`src/rtl/dfd_arb_pkg.sv`:
```
// Shared helpers for the arbitration stage and its priority encoders.
package dfd_arb_pkg;

   // Source-index width: enough bits to name every requester, never zero.
   function automatic int src_width(input int width);
      return (width > 1) ? $clog2(width) : 1;
   endfunction

endpackage

```
`src/rtl/generic_ffs.sv`:
```
// Find-first-set priority encoder: one-hot grant, encoded index and the selected payload.
module generic_ffs #(
   parameter int WIDTH      = 4,
   parameter int SIZE       = 2,
   parameter int DIR_L2H    = 1,
   parameter int DATA_WIDTH = 8
) (
   input  logic [WIDTH-1:0]                 req_in,
   input  logic [WIDTH-1:0][DATA_WIDTH-1:0] data_in,
   output logic                             req_sum,
   output logic [WIDTH-1:0]                 req_out,
   output logic [SIZE-1:0]                  enc_req_out,
   output logic [DATA_WIDTH-1:0]            data_out
);

   // Low-to-high keeps the first hit; high-to-low lets later (higher) hits overwrite.
   always_comb begin
      req_sum     = 1'b0;
      req_out     = '0;
      enc_req_out = '0;
      data_out    = '0;
      for (int j = 0; j < WIDTH; j++) begin
         if (req_in[j] && ((DIR_L2H == 0) || !req_sum)) begin
            req_out     = '0;
            req_out[j]  = 1'b1;
            enc_req_out = SIZE'(j);
            data_out    = data_in[j];
            req_sum     = 1'b1;
         end
      end
   end

endmodule

```
`src/rtl/rr_arb_stage.sv`:
```
// Registered round-robin arbiter: N valid/ready requesters funnel into one registered output beat.
module rr_arb_stage
   import dfd_arb_pkg::*;
#(
   parameter int WIDTH      = 4,
   parameter int SIZE       = src_width(WIDTH),
   parameter int DATA_WIDTH = 8
) (
   input  logic                             clk,
   input  logic                             reset,
   input  logic [WIDTH-1:0]                 in_valid,
   input  logic [WIDTH-1:0][DATA_WIDTH-1:0] in_data,
   output logic [WIDTH-1:0]                 in_ready,
   output logic                             out_valid,
   input  logic                             out_ready,
   output logic [DATA_WIDTH-1:0]            out_data,
   output logic [SIZE-1:0]                  out_src
);

   typedef logic [SIZE-1:0] arb_src_t;
   typedef struct packed {
      logic [DATA_WIDTH-1:0] data;
      arb_src_t              src;
   } arb_beat_t;

   arb_src_t              ptr;
   arb_beat_t             beat_q;
   arb_beat_t             win_beat;
   logic                  load_en;
   logic                  grant;
   logic                  m_sum;
   logic                  u_sum;
   logic [WIDTH-1:0]      req_m;
   logic [WIDTH-1:0]      m_oh;
   logic [WIDTH-1:0]      u_oh;
   logic [WIDTH-1:0]      win_oh;
   arb_src_t              m_enc;
   arb_src_t              u_enc;
   logic [DATA_WIDTH-1:0] m_data;
   logic [DATA_WIDTH-1:0] u_data;

   // Explicit compare instead of modulo so non-power-of-two WIDTH wraps correctly.
   function automatic arb_src_t next_ptr(input arb_src_t w);
      if (w == arb_src_t'(WIDTH - 1)) return '0;
      return w + arb_src_t'(1);
   endfunction

   always_comb begin
      req_m = '0;
      for (int i = 0; i < WIDTH; i++) begin
         req_m[i] = in_valid[i] && (i >= int'(ptr));
      end
   end

   generic_ffs #(.WIDTH(WIDTH), .SIZE(SIZE), .DIR_L2H(1), .DATA_WIDTH(DATA_WIDTH)) u_ffs_masked (
      .req_in      (req_m),
      .data_in     (in_data),
      .req_sum     (m_sum),
      .req_out     (m_oh),
      .enc_req_out (m_enc),
      .data_out    (m_data)
   );

   generic_ffs #(.WIDTH(WIDTH), .SIZE(SIZE), .DIR_L2H(1), .DATA_WIDTH(DATA_WIDTH)) u_ffs_all (
      .req_in      (in_valid),
      .data_in     (in_data),
      .req_sum     (u_sum),
      .req_out     (u_oh),
      .enc_req_out (u_enc),
      .data_out    (u_data)
   );

   // Anything at or above the pointer wins first; otherwise wrap to the lowest requester.
   always_comb begin
      win_oh        = m_sum ? m_oh : u_oh;
      win_beat.src  = m_sum ? m_enc : u_enc;
      win_beat.data = m_sum ? m_data : u_data;
   end

   assign load_en   = !out_valid || out_ready;
   assign grant     = load_en && u_sum && !reset;
   assign in_ready  = win_oh & {WIDTH{load_en && !reset}};
   assign out_data  = beat_q.data;
   assign out_src   = beat_q.src;

   always_ff @(posedge clk) begin
      if (reset) begin
         out_valid <= 1'b0;
         beat_q    <= '0;
         ptr       <= '0;
      end else if (grant) begin
         out_valid <= 1'b1;
         beat_q    <= win_beat;
         ptr       <= next_ptr(win_beat.src);
      end else if (out_ready) begin
         out_valid <= 1'b0;
      end
   end

endmodule
```
`config.mk`:
```
export PLATFORM = sky130hd
export DESIGN_NAME = rr_arb_stage
export DESIGN_NICKNAME = d
export VERILOG_FILES = /design/src/rtl/dfd_arb_pkg.sv /design/src/rtl/generic_ffs.sv /design/src/rtl/rr_arb_stage.sv
export SDC_FILE = /design/constraint.sdc
export NUM_CORES = 1
export LEC_CHECK = 0
export CORE_MARGIN = 3
export CORE_UTILIZATION = 44
export DETAILED_ROUTE_END_ITERATION = 10
export GPL_TIMING_DRIVEN = 0
export MAX_ROUTING_LAYER = met4
export PLACE_DENSITY = 0.91
export SLEW_MARGIN = 40
export SYNTH_ARGS = -nofsm -noshare
export SYNTH_HDL_FRONTEND = slang
export SYNTH_SLANG_ARGS = --single-unit
export TNS_END_PERCENT = 30
```
`constraint.sdc`:
```
create_clock -name clk -period 2.3 [get_ports clk]
set_input_delay 0.46 -clock clk [delete_from_list [all_inputs] [get_ports clk]]
set_output_delay 0.46 -clock clk [all_outputs]
set_load 0.05 [all_outputs]
```
Word level (Yosys, flattened, before mapping) --
Cells that the tools add are included.
Word-level totals: input bits 39, register bits 13
Operators by class: reduce and logical (&&, ||, !) cells 22, eq/ne operators 1, muxes and demuxes 40, bitwise gates (word level) 1, $add $sub $neg 1, $lt $le $gt $ge 3
Operator list (count):
- 2-to-1 mux 8 bit | 9
- 2-to-1 mux 4 bit | 7
- 2-to-1 mux 1 bit | 17
- 2-to-1 mux 2 bit | 7
- logical AND 1 bit | 12
- logical NOT 1 bit | 8
- AND 4 bit | 1
- >= comparator 1 x 2 -> 1 bit, first input constant | 2
- adder 2 x 1 -> 2 bit, second input constant | 1
- equality test 2 bit, second input constant | 1
- >= comparator 2 bit, first input constant | 1
- nonzero test 2 bit | 1
- logical OR 1 bit | 1

Depth between registers and ports, before layout --
Gate-level depths: netlist (run 1).
word-level depth 18, depth in mapped cells 7, gate-level depth less buffers 5

Hierarchy --
A second synthesis (run 1) with hierarchy kept.
Unflattened totals: cells, all modules 162, area, all modules 1265.0 um^2
Modules (own cells, without submodules):
- rr_arb_stage | instances 1, area each 754.5 um^2, cells an instance 74
- generic_ffs | instances 2, area each 255.2 um^2, cells an instance 44

Worst setup path before layout (run 1) --
No wires, ideal clock.
kind input to output, from in in_valid[0], to out in_ready[1], arrival 1.918 ns, path buffers 1, required time 1.840 ns, stages on the path 4, path slack -0.078 ns, path through clkbuf_1 > o21ai_0 > o211ai_1 > nor3_1
Between the ends: longest elaborated chain between the ends 13, elaborated cells between the ends (all ways) 28
Ends and longest elaborated chain:
- start, declared | RTL line rr_arb_stage.sv:11 | input logic [WIDTH-1:0] in_valid,
- logical AND 1 bit | RTL line rr_arb_stage.sv:51 | req_m[i] = in_valid[i] && (i >= int'(ptr));
- 2-to-1 mux 1 bit | RTL line generic_ffs.sv:23 | if (req_in[j] && ((DIR_L2H == 0) || !req_sum)) begin
- logical NOT 1 bit | RTL line generic_ffs.sv:23
- logical AND 1 bit | RTL line generic_ffs.sv:23
- 2-to-1 mux 1 bit | RTL line generic_ffs.sv:23
- logical NOT 1 bit | RTL line generic_ffs.sv:23
- logical AND 1 bit | RTL line generic_ffs.sv:23
- 2-to-1 mux 1 bit | RTL line generic_ffs.sv:23
- logical NOT 1 bit | RTL line generic_ffs.sv:23
- logical AND 1 bit | RTL line generic_ffs.sv:23
- 2-to-1 mux 4 bit or 2-to-1 mux 1 bit (tied branches) | RTL line generic_ffs.sv:23
- 2-to-1 mux 4 bit (*) | RTL line rr_arb_stage.sv:75 | win_oh = m_sum ? m_oh : u_oh;
- AND 4 bit (*) | RTL line rr_arb_stage.sv:82 | assign in_ready = win_oh & {WIDTH{load_en && !reset}};
- end, declared | RTL line rr_arb_stage.sv:13 | output logic [WIDTH-1:0] in_ready,
Every way passes the cells marked *; elsewhere a longest branch is shown, timed or not.

Final worst setup path (run 1) --
from in in_valid[1], to out in_ready[0]
Between the ends: longest elaborated chain between the ends 11, elaborated cells between the ends (all ways) 24
Ends and longest elaborated chain (RTL line):
- logical AND 1 bit | rr_arb_stage.sv:51
- logical AND 1 bit | generic_ffs.sv:23
- 2-to-1 mux 1 bit | generic_ffs.sv:23
- logical NOT 1 bit | generic_ffs.sv:23
- logical AND 1 bit | generic_ffs.sv:23
- 2-to-1 mux 1 bit | generic_ffs.sv:23
- logical NOT 1 bit | generic_ffs.sv:23
- logical AND 1 bit | generic_ffs.sv:23
- 2-to-1 mux 4 bit or 2-to-1 mux 1 bit (tied branches) | generic_ffs.sv:23
- 2-to-1 mux 4 bit (*) | rr_arb_stage.sv:75
- AND 4 bit (*) | rr_arb_stage.sv:82
Marks and branches as above.

==> flow_summary.json, run 1 <==
{
  "num-fill-cells": 175,
  "core_um2": 2360,
  "regArea_um2": 260,
  "grt_pass1_wl_um": 6100,
  "cts_root_buf": "clkbuf_4",
  "holdCritStartpoint": "out_data[5]$_SDFFE_PP0P_",
  "rsz0062_at_grt": "true",
  "ys_warn_count": 0,
  "power.leakage_nw": 0.697,
  "drc": 0,
  "yosys-top-cells-area": "dfxtp_1 (22%), a32o_1 (6.9%), o311a_1 (6.0%)",
  "die_w_um": 57.3,
  "first_pass_iters": 4,
  "die_h_um": 57.3,
  "crit_arrival_ns": 1.83,
  "initialDrtViolationCount": 60,
  "period_needed_ns": 2.29,
  "synth-compound-area-share_pct": 37.1,
  "multiInputGateArea_um2": 832,
  "rows": 17,
  "drv_cap": 0,
  "ys_ff_latch": 13,
  "grt_pass1_vias": 1302,
  "maxClockFrequency_mhz": 437,
  "utilization_pct": 75.5,
  "holdPathStages": 1,
  "worst_pin_slew_ns": 0.519,
  "min_to": "out_data[5]$_SDFFE_PP0P_",
  "start_util_pct": 49.1,
  "fin_skew_ns": 0.00464,
  "outcome": "completed",
  "yosysTopAreaCell": "dfxtp_1",
  "ys_seq_area_share_pct": 22.5,
  "ctsHoldBuffers": 0,
  "vias": 1350,
  "synth_cell_type_count": 34,
  "critical_path_class": "in2out",
  "areaGrowthSynthToFinish_pct": 53.8,
  "vias_per_cell": 5.92,
  "final_cell_mix": "clkdlybuf4s50_1 (44), dfxtp_1 (13), nor2_1 (12)",
  "reg2reg_from": "ptr[1]$_SDFFE_PP0P_",
  "clockBufferDepth": 2,
  "cts_inserted_buffers": 3,
  "ir_drop_mv": 0.424,
  "synthMuxAreaShare_pct": 0.864,
  "cp_data_required_time_ns": 1.84,
  "netlist.area_leader.share_pct": 22.5,
  "synth-simple-area-share_pct": 32.4,
  "whs_ns": 0.473,
  "cp-end-kind": "output pin",
  "r2r_cells": 7,
  "ant_nets": 0,
  "netlist_area_um2": 1160,
  "syn-num-nets": 178,
  "p_per_area_nw_per_um2": 519,
  "cts_tree": "done",
  "synth_fa_ha_area_share_pct": 0,
  "grt.overflow.total": 0,
  "gp_congestion": 0.805,
  "rrSetupSlack_ns": 0.47,
  "synth_xor_area_share_pct": 0,
  "antenna_found_initial": 0,
  "clkTransAtPathRegs_ns": 0.09,
  "drive_gt1_share_pct": 18.5,
  "critPathLaunchType": "input port",
  "ioPinCount": 54,
  "slew_viol_final": 0,
  "final_common_cell": "clkdlybuf4s50_1",
  "wl_per_cell_um": 16.5,
  "finalSetupViolCount": 0,
  "cts_sinks": 13,
  "grt_use_total_pct": 24.1,
  "relSlewSlack_pct": 65.3,
  "r2r-end": "out_data[7]$_SDFFE_PP0P_",
  "insertion_delay_ns": 0.29,
  "cp_max_fo": 10,
  "portBuffers": 52,
  "synthCells": 139,
  "syn_avg_cell_area_um2": 8.34,
  "die_area_um2": 3290,
  "diodes": 0,
  "hold_viol": 0,
  "hpwl_um": 2790,
  "synth_top_family_by_area": "compound AO/OA/AOI/OAI gates",
  "wl_um": 3770,
  "fin_nets": 240,
  "dp.cells": 219,
  "total_power_uw": 925,
  "grt_max_degree": 11,
  "fin_cells": 228,
  "hold_class": "reg2reg",
  "htree_levels": 1,
  "post-route-period-util_pct": 99.6
}
-- worst max path at each step --
stage                     depth (start not counted)           to                 from  slack, ns
after global placement                            6  in_ready[2]          in_valid[2]      -1.00
after detailed placement                          6  in_ready[2]          in_valid[2]      -1.01
after global routing                              7  in_ready[0]          in_valid[1]      -0.07
after floorplan                                   4  in_ready[1]          in_valid[0]       0.34
final                                             7  in_ready[0]          in_valid[1]       0.01
after CTS                                         6  in_ready[1]  ptr[1]$_SDFFE_PP0P_      0.003
-- report_power, final --
group          internal, mW  switching, mW
Clock                0.0675         0.0869
Sequential            0.258         0.0215
Combinational         0.214          0.277
-- stage by stage --
stage	setup WS, ns	cell area [µm²]	setup TNS (ns)
CTS	0.00333	1780	0
global route	-0.0703	1780	-0.158
finish	0.00981	1780	0
floorplan	0.341	1160	0
detailed placement	-1.01	1720	-3.67
global placement	-1.00	1720	-3.47
-- synthesized netlist by cell type --
library cell,n
mux2i_1,1
nor2_1,12
buf_6,4
o21ai_2,1
nor2b_1,8
nand2b_1,9
clkbuf_1,2
a22oi_1,1
a31oi_1,2
nand2b_2,1
a32o_1,8
o21ai_0,10
and2_4,1
and3b_1,7
nor3_1,1
o311a_1,7
nor2_2,3
and3_1,1
a21oi_1,6
o21a_1,2
o22ai_1,2
a211oi_1,7
buf_2,3
and2_1,1
dfxtp_1,13
o211ai_1,2
a21oi_4,1
nor4_4,2
nor2_4,1
o21bai_1,8
inv_1,3
inv_2,1
nand2_1,6
nor3_4,2
-- registers in the layout, indices dropped and copies added (netlist names) --
name,cells
out_data,8
out_src,2
ptr,2
out_valid,1
-- critical path: stages --
cell,delay [ns]
dlygate4sd2_1,0.31
buf_6,0.17
nor2_2,0.20
a21oi_1,0.06
o22ai_1,0.16
and3_1,0.25
buf_4,0.23
-- cells by family (layout without fill, tap and decap cells) --
group,count (synthesis),count (layout)
AOI/OAI and AO/OA,57,57
buffers and inverters,13,74
DFF,13,13
muxes,1,1
and+or+nand+nor,55,55
-- final cells by class --
cell class	instances	area share, %
multi-input combinational	113	46.7
timing repair buffer	57	30.5
sequential	13	14.6
buffer	9	3.93
tap	28	1.97
clock buffer	4	1.47
inverter	4	0.843
-- per-layer routing --
metal,vias to the layer above,track usage [%],part of all wire [%]
li1,650,-,-
met1,620,32.8,44
met2,71,36.7,48
met3,9,2.94,6.7
met4,0,7.95,1.6
met5,-,-,0
-- repair_timing --
| action | in CTS | in global routing |
|---|---|---|
| gates resized for setup | 26 | 4 |
| pin swaps | 5 | 1 |
| endpoints found under the hold margin | 0 | 0 |
| buffers inserted | 5 | 0 |
| setup endpoints to repair | 4 | 4 |
Power figures use the tool's default switching activity.
==> run 2: changes to the inputs <==
- CAP_MARGIN: not set -> 20
- SETUP_SLACK_MARGIN: not set -> 0.1
==> run 2 against run 1 <==
Power grew 1.4%. Fmax grew 5.3%. Combinational power grew 2%. Die area is the same. Largest cell class unchanged. Highest routed layer unchanged.
==> flow_summary.json, run 2 (same netlist as run 1, synthesis figures left out) <==
{
  "ctsHoldBuffers": 0,
  "vias": 1359,
  "ioPinCount": 54,
  "antenna_found_initial": 0,
  "gr-usage-met1_pct": 32.9,
  "min_to": "out_data[5]$_SDFFE_PP0P_",
  "outcome": "completed",
  "relSlewSlack_pct": 65.4,
  "num-fill-cells": 164,
  "drc": 0,
  "crit_chain": "clkdlybuf4s15_2, buf_6, o21bai_1, a32o_2, and2_1, clkdlybuf4s18_2",
  "cts_sinks": 13,
  "cp_data_required_time_ns": 1.84,
  "crit_arrival_ns": 1.72,
  "wl_um": 3840,
  "rsz0062_at_grt": "true",
  "post-route-period-util_pct": 94.6,
  "dpl_cell_area_um2": 1720,
  "insertion_delay_ns": 0.29,
  "wl_per_cell_um": 16.7,
  "diodes": 0,
  "p_per_area_nw_per_um2": 517,
  "holdCritStartpoint": "out_data[5]$_SDFFE_PP0P_",
  "hpwl_um": 2790,
  "final_common_cell": "clkdlybuf4s50_1",
  "hold_viol": 0,
  "stdcell_area_um2": 1820,
  "drive_gt1_share_pct": 21.8,
  "hold_class": "reg2reg",
  "areaGrowthSynthToFinish_pct": 56.7,
  "period_needed_ns": 2.18,
  "start_util_pct": 49.1,
  "finalSetupViolCount": 0,
  "die_w_um": 57.3,
  "cts_inserted_buffers": 3,
  "die_h_um": 57.3,
  "vias_per_cell": 5.91,
  "grt-busiest-layer": "met2",
  "r2r-end": "out_data[7]$_SDFFE_PP0P_",
  "ant_nets": 0,
  "core_um2": 2360,
  "place_ws_ns": -1.01,
  "cts_root_buf": "clkbuf_4",
  "maxClockFrequency_mhz": 460,
  "htree_levels": 1,
  "drv_cap": 0,
  "grt_max_degree": 11,
  "fin_nets": 242,
  "initialDrtViolationCount": 47,
  "grt.overflow.total": 0,
  "first_pass_iters": 5,
  "power.leakage_nw": 0.712,
  "grt_pass1_wl_um": 6120,
  "clkTransAtPathRegs_ns": 0.10,
  "reg2reg_from": "ptr[1]$_SDFFE_PP0P_",
  "final_cell_mix": "clkdlybuf4s50_1 (44), nor2_1 (12), dfxtp_1 (12)",
  "crit_start": "in_valid[1]",
  "finalWorstSetupSlack_ns": 0.125,
  "slew_viol_final": 0,
  "r2r_cells": 7,
  "holdPathStages": 1,
  "grt_pass1_vias": 1305,
  "cp_top_family": "buffers and inverters",
  "cp_max_fo": 10,
  "die_area_um2": 3290,
  "fin_skew_ns": 0.00497,
  "grt_use_total_pct": 24.1,
  "met2_usage_pct": 36.7,
  "portBuffers": 52,
  "rrSetupSlack_ns": 0.48,
  "total_power_uw": 939,
  "critical_path_class": "in2out",
  "cts_tree": "done",
  "critPathLaunchType": "input port",
  "cpMaxStageDelayCell": "clkdlybuf4s18_2",
  "ir_drop_mv": 0.450,
  "worst_pin_slew_ns": 0.517,
  "path_buf_inv": 3,
  "largest_reg_flops": 8,
  "utilization_pct": 76.9,
  "use_met3_pct": 2.94,
  "rows": 17,
  "cp-end-kind": "output pin",
  "gp_congestion": 0.805,
  "tns_ns": 0,
  "slowest_delay_ns": 0.34,
  "clockBufferDepth": 2
}
## run 2: what timing repair did
item	4_1_cts	5_1_grt
endpoints found under the setup margin	4	4
resized for setup	37	5
pin swaps	5	1
setup buffers	5	2
## run 2: worst reg2reg max path: cells and delay by family (launching register included)
| kind | cells | cell delay [ns] |
|---|---|---|
| compound gates | 3 | 0.53 |
| flops | 1 | 0.31 |
| buf+inv | 2 | 0.38 |
| simple gates | 2 | 0.49 |
## run 2: per-stage QoR
| stage | std cells | hold slack (ns) |
|---|---|---|
| 2_1_floorplan | 139 | 0.522 |
| 3_3_place_gp | 219 | 0.452 |
| 3_5_place_dp | 219 | 0.457 |
| 4_1_cts | 228 | 0.475 |
| 5_1_grt | 230 | 0.487 |
| 6_report | 230 | 0.474 |
## run 2: how the worst max path moves through the flow
stage	slack, ns	cells past startpoint	endpoint
after floorplan	0.34	4	in_ready[1]
after global placement	-1.00	6	in_ready[2]
after detailed placement	-1.01	6	in_ready[2]
after CTS	0.06	6	in_ready[2]
after global routing	0.07	7	in_ready[0]
final	0.12	6	in_ready[2]
## run 2: cell type report
class / instances / area, µm² / share of cell area [%]
Multi-Input combinational cell: 113 / 838 / 46.2
Tap cell: 28 / 35.0 / 1.93
Buffer: 9 / 72.6 / 4.00
Inverter: 4 / 15.0 / 0.827
Clock buffer: 4 / 26.3 / 1.45
Sequential cell: 13 / 262 / 14.4
Timing Repair Buffer: 59 / 567 / 31.2
## run 2: report_power, final
| group | internal, mW | leakage [nW] | switching (mW) |
|---|---|---|---|
| Clock | 0.0673 | 0.0150 | 0.0885 |
| Combinational | 0.221 | 0.589 | 0.281 |
| Sequential | 0.259 | 0.109 | 0.0223 |
| Total | 0.547 | 0.712 | 0.392 |
## run 2: layer usage
| metal | share of wire, % | vias to the layer above | routed length [µm] |
|---|---|---|---|
| met2 | 48 | 65 | 1840 |
| met3 | 6.2 | 8 | 239 |
| met1 | 44 | 628 | 1710 |
| met5 | 0 | - | 0 |
| met4 | 1.5 | 0 | 59 |
| li1 | - | 658 | - |
==> run 3: changes to the inputs <==
- CORE_MARGIN: 3 -> 4
- CORE_UTILIZATION: 44 -> 55
- DONT_BUFFER_PORTS: not set -> 1
- PLACE_DENSITY: 0.91 -> 0.76
==> run 3 against run 2 <==
Non-clock buffer count decreased by 56. Clock power decreased by 6%. Register-to-register slack improved by 0.06 ns.
==> flow_summary.json, run 3 (same netlist as run 1, synthesis figures left out) <==
{
  "antenna_found_initial": 0,
  "p_sw_share_pct": 43.9,
  "die_w_um": 53.9,
  "fin_skew_ns": 0.000821,
  "p_seq_share_pct": 48.4,
  "hold_viol": 0,
  "wl_um": 3350,
  "period_needed_ns": 2.14,
  "rows": 16,
  "crit_arrival_ns": 1.68,
  "combPwrFrac_pct": 33.0,
  "ant_nets": 0,
  "outcome": "completed",
  "power.leakage_nw": 0.479,
  "slew_viol_final": 0,
  "ioPinCount": 54,
  "grt_max_degree": 11,
  "portBuffers": 0,
  "cts_root_buf": "clkbuf_4",
  "cp_max_fo": 10,
  "pwr-share-clk_pct": 18.6,
  "diodes": 0,
  "p_int_uw": 443,
  "tns_ns": 0,
  "drv_cap": 0,
  "finalSetupViolCount": 0,
  "hpwl_um": 2470,
  "whs_ns": 0.227,
  "drc": 0,
  "cp-end-kind": "output pin",
  "cp_data_required_time_ns": 1.84,
  "grt_pass1_vias": 1156,
  "worst_pin_slew_ns": 0.598,
  "die_h_um": 53.9,
  "critical_path_class": "reg2out",
  "core_um2": 1980,
  "ir_drop_mv": 0.487,
  "largest_reg_flops": 8,
  "areaGrowthSynthToFinish_pct": 10.3,
  "critPathLaunchType": "flip-flop",
  "vias": 1142,
  "rsz0062_at_grt": "true",
  "cts_inserted_buffers": 3,
  "insertion_delay_ns": 0.28,
  "vias_per_cell": 6.60,
  "hold_class": "in2reg",
  "start_util_pct": 58.5,
  "post-route-period-util_pct": 93.0,
  "cts_sinks": 13,
  "grt_pass1_wl_um": 5090,
  "cts_tree": "done",
  "clkTransAtPathRegs_ns": 0.08,
  "relSlewSlack_pct": 60.1,
  "gp_congestion": 0.854,
  "fin_nets": 186,
  "maxClockFrequency_mhz": 468,
  "grt_use_total_pct": 25.0,
  "first_pass_iters": 4,
  "p_switching_uw": 346,
  "final_cell_mix": "nor2_1 (12), dfxtp_1 (12), o21ai_0 (10)",
  "die_area_um2": 2900,
  "htree_levels": 1,
  "grt.overflow.total": 0,
  "p_per_area_nw_per_um2": 618,
  "clockBufferDepth": 2,
  "initialDrtViolationCount": 40,
  "drive_gt1_share_pct": 22.6,
  "wl_per_cell_um": 19.3
}
run 3: cell count changes in the layout (fill, tap and decap cells not counted), sizes merged:
cell / before / now
clkdlybuf4s18: 1 / 0
clkbuf: 7 / 5
clkdlybuf4s15: 2 / 0
buf: 17 / 11
dlygate4sd2: 1 / 0
clkdlybuf4s50: 44 / 0
run 3: area by class of cell:
cell class | instances | area [µm²]
Sequential cell | 13 | 262
Inverter | 4 | 15.0
Multi-Input combinational cell | 113 | 837
Timing Repair Buffer | 3 | 22.5
Clock buffer | 4 | 26.3
Tap cell | 27 | 33.8
Buffer | 9 | 81.3
Fill cell | 165 | 704
run 3: path summary, 6_finish.rpt:
check / from / to / slack [ns] / cells after the start
hold reg to reg: ptr[0]$_SDFFE_PP0P_ / ptr[0]$_SDFFE_PP0P_ / 0.60 / 2
setup / recovery: ptr[1]$_SDFFE_PP0P_ / in_ready[1] / 0.16 / 5
setup reg to reg: out_valid$_SDFFE_PP0P_ / ptr[1]$_SDFFE_PP0P_ / 0.54 / 4
hold / removal: reset / out_valid$_SDFFE_PP0P_ / 0.23 / 1
run 3: layer usage:
metal / global-route usage [%] / share of wire, % / up-vias
met2: 39.5 / 48 / 49
met5: - / 0 / -
li1: - / - / 542
met1: 30.7 / 43 / 546
met3: 3.60 / 7.7 / 5
met4: 13.2 / 1.3 / 0
run 3: per-stage QoR:
step	cells	util, %	area [µm²]	total power, mW	setup WS (ns)
after floorplan	139	-	1160	0.579	0.341
after global placement	166	60.4	1200	0.618	0.185
after detailed placement	166	60.4	1200	0.627	0.147
after CTS	171	62.8	1240	0.781	0.0504
after global routing	173	64.5	1280	0.835	0.0919
final	173	64.5	1280	0.789	0.162
run 3: worst max-delay path, stage by stage (launching register included):
cell and delay [ns]:
dfxtp_1 0.31, buf_6 0.13, buf_6 0.14, a21oi_2 0.11
o211ai_1 0.18, nor3_4 0.53
run 3: power groups by stage:
stage          clock, mW  sequential [mW]  combinational, mW
6_report           0.147            0.382              0.260
3_5_place_dp           0            0.387              0.240
3_3_place_gp           0            0.385              0.232
5_1_grt            0.166            0.385              0.283
2_1_floorplan          0            0.380              0.199
4_1_cts            0.154            0.382              0.245
run 3: what timing repair did:
action                                  in CTS  in global routing
gates resized for setup                      5                 11
endpoints found under the setup margin       4                  2
pin swaps                                    1                  2
hold buffers                                 0                  0
setup buffers                                1                  2
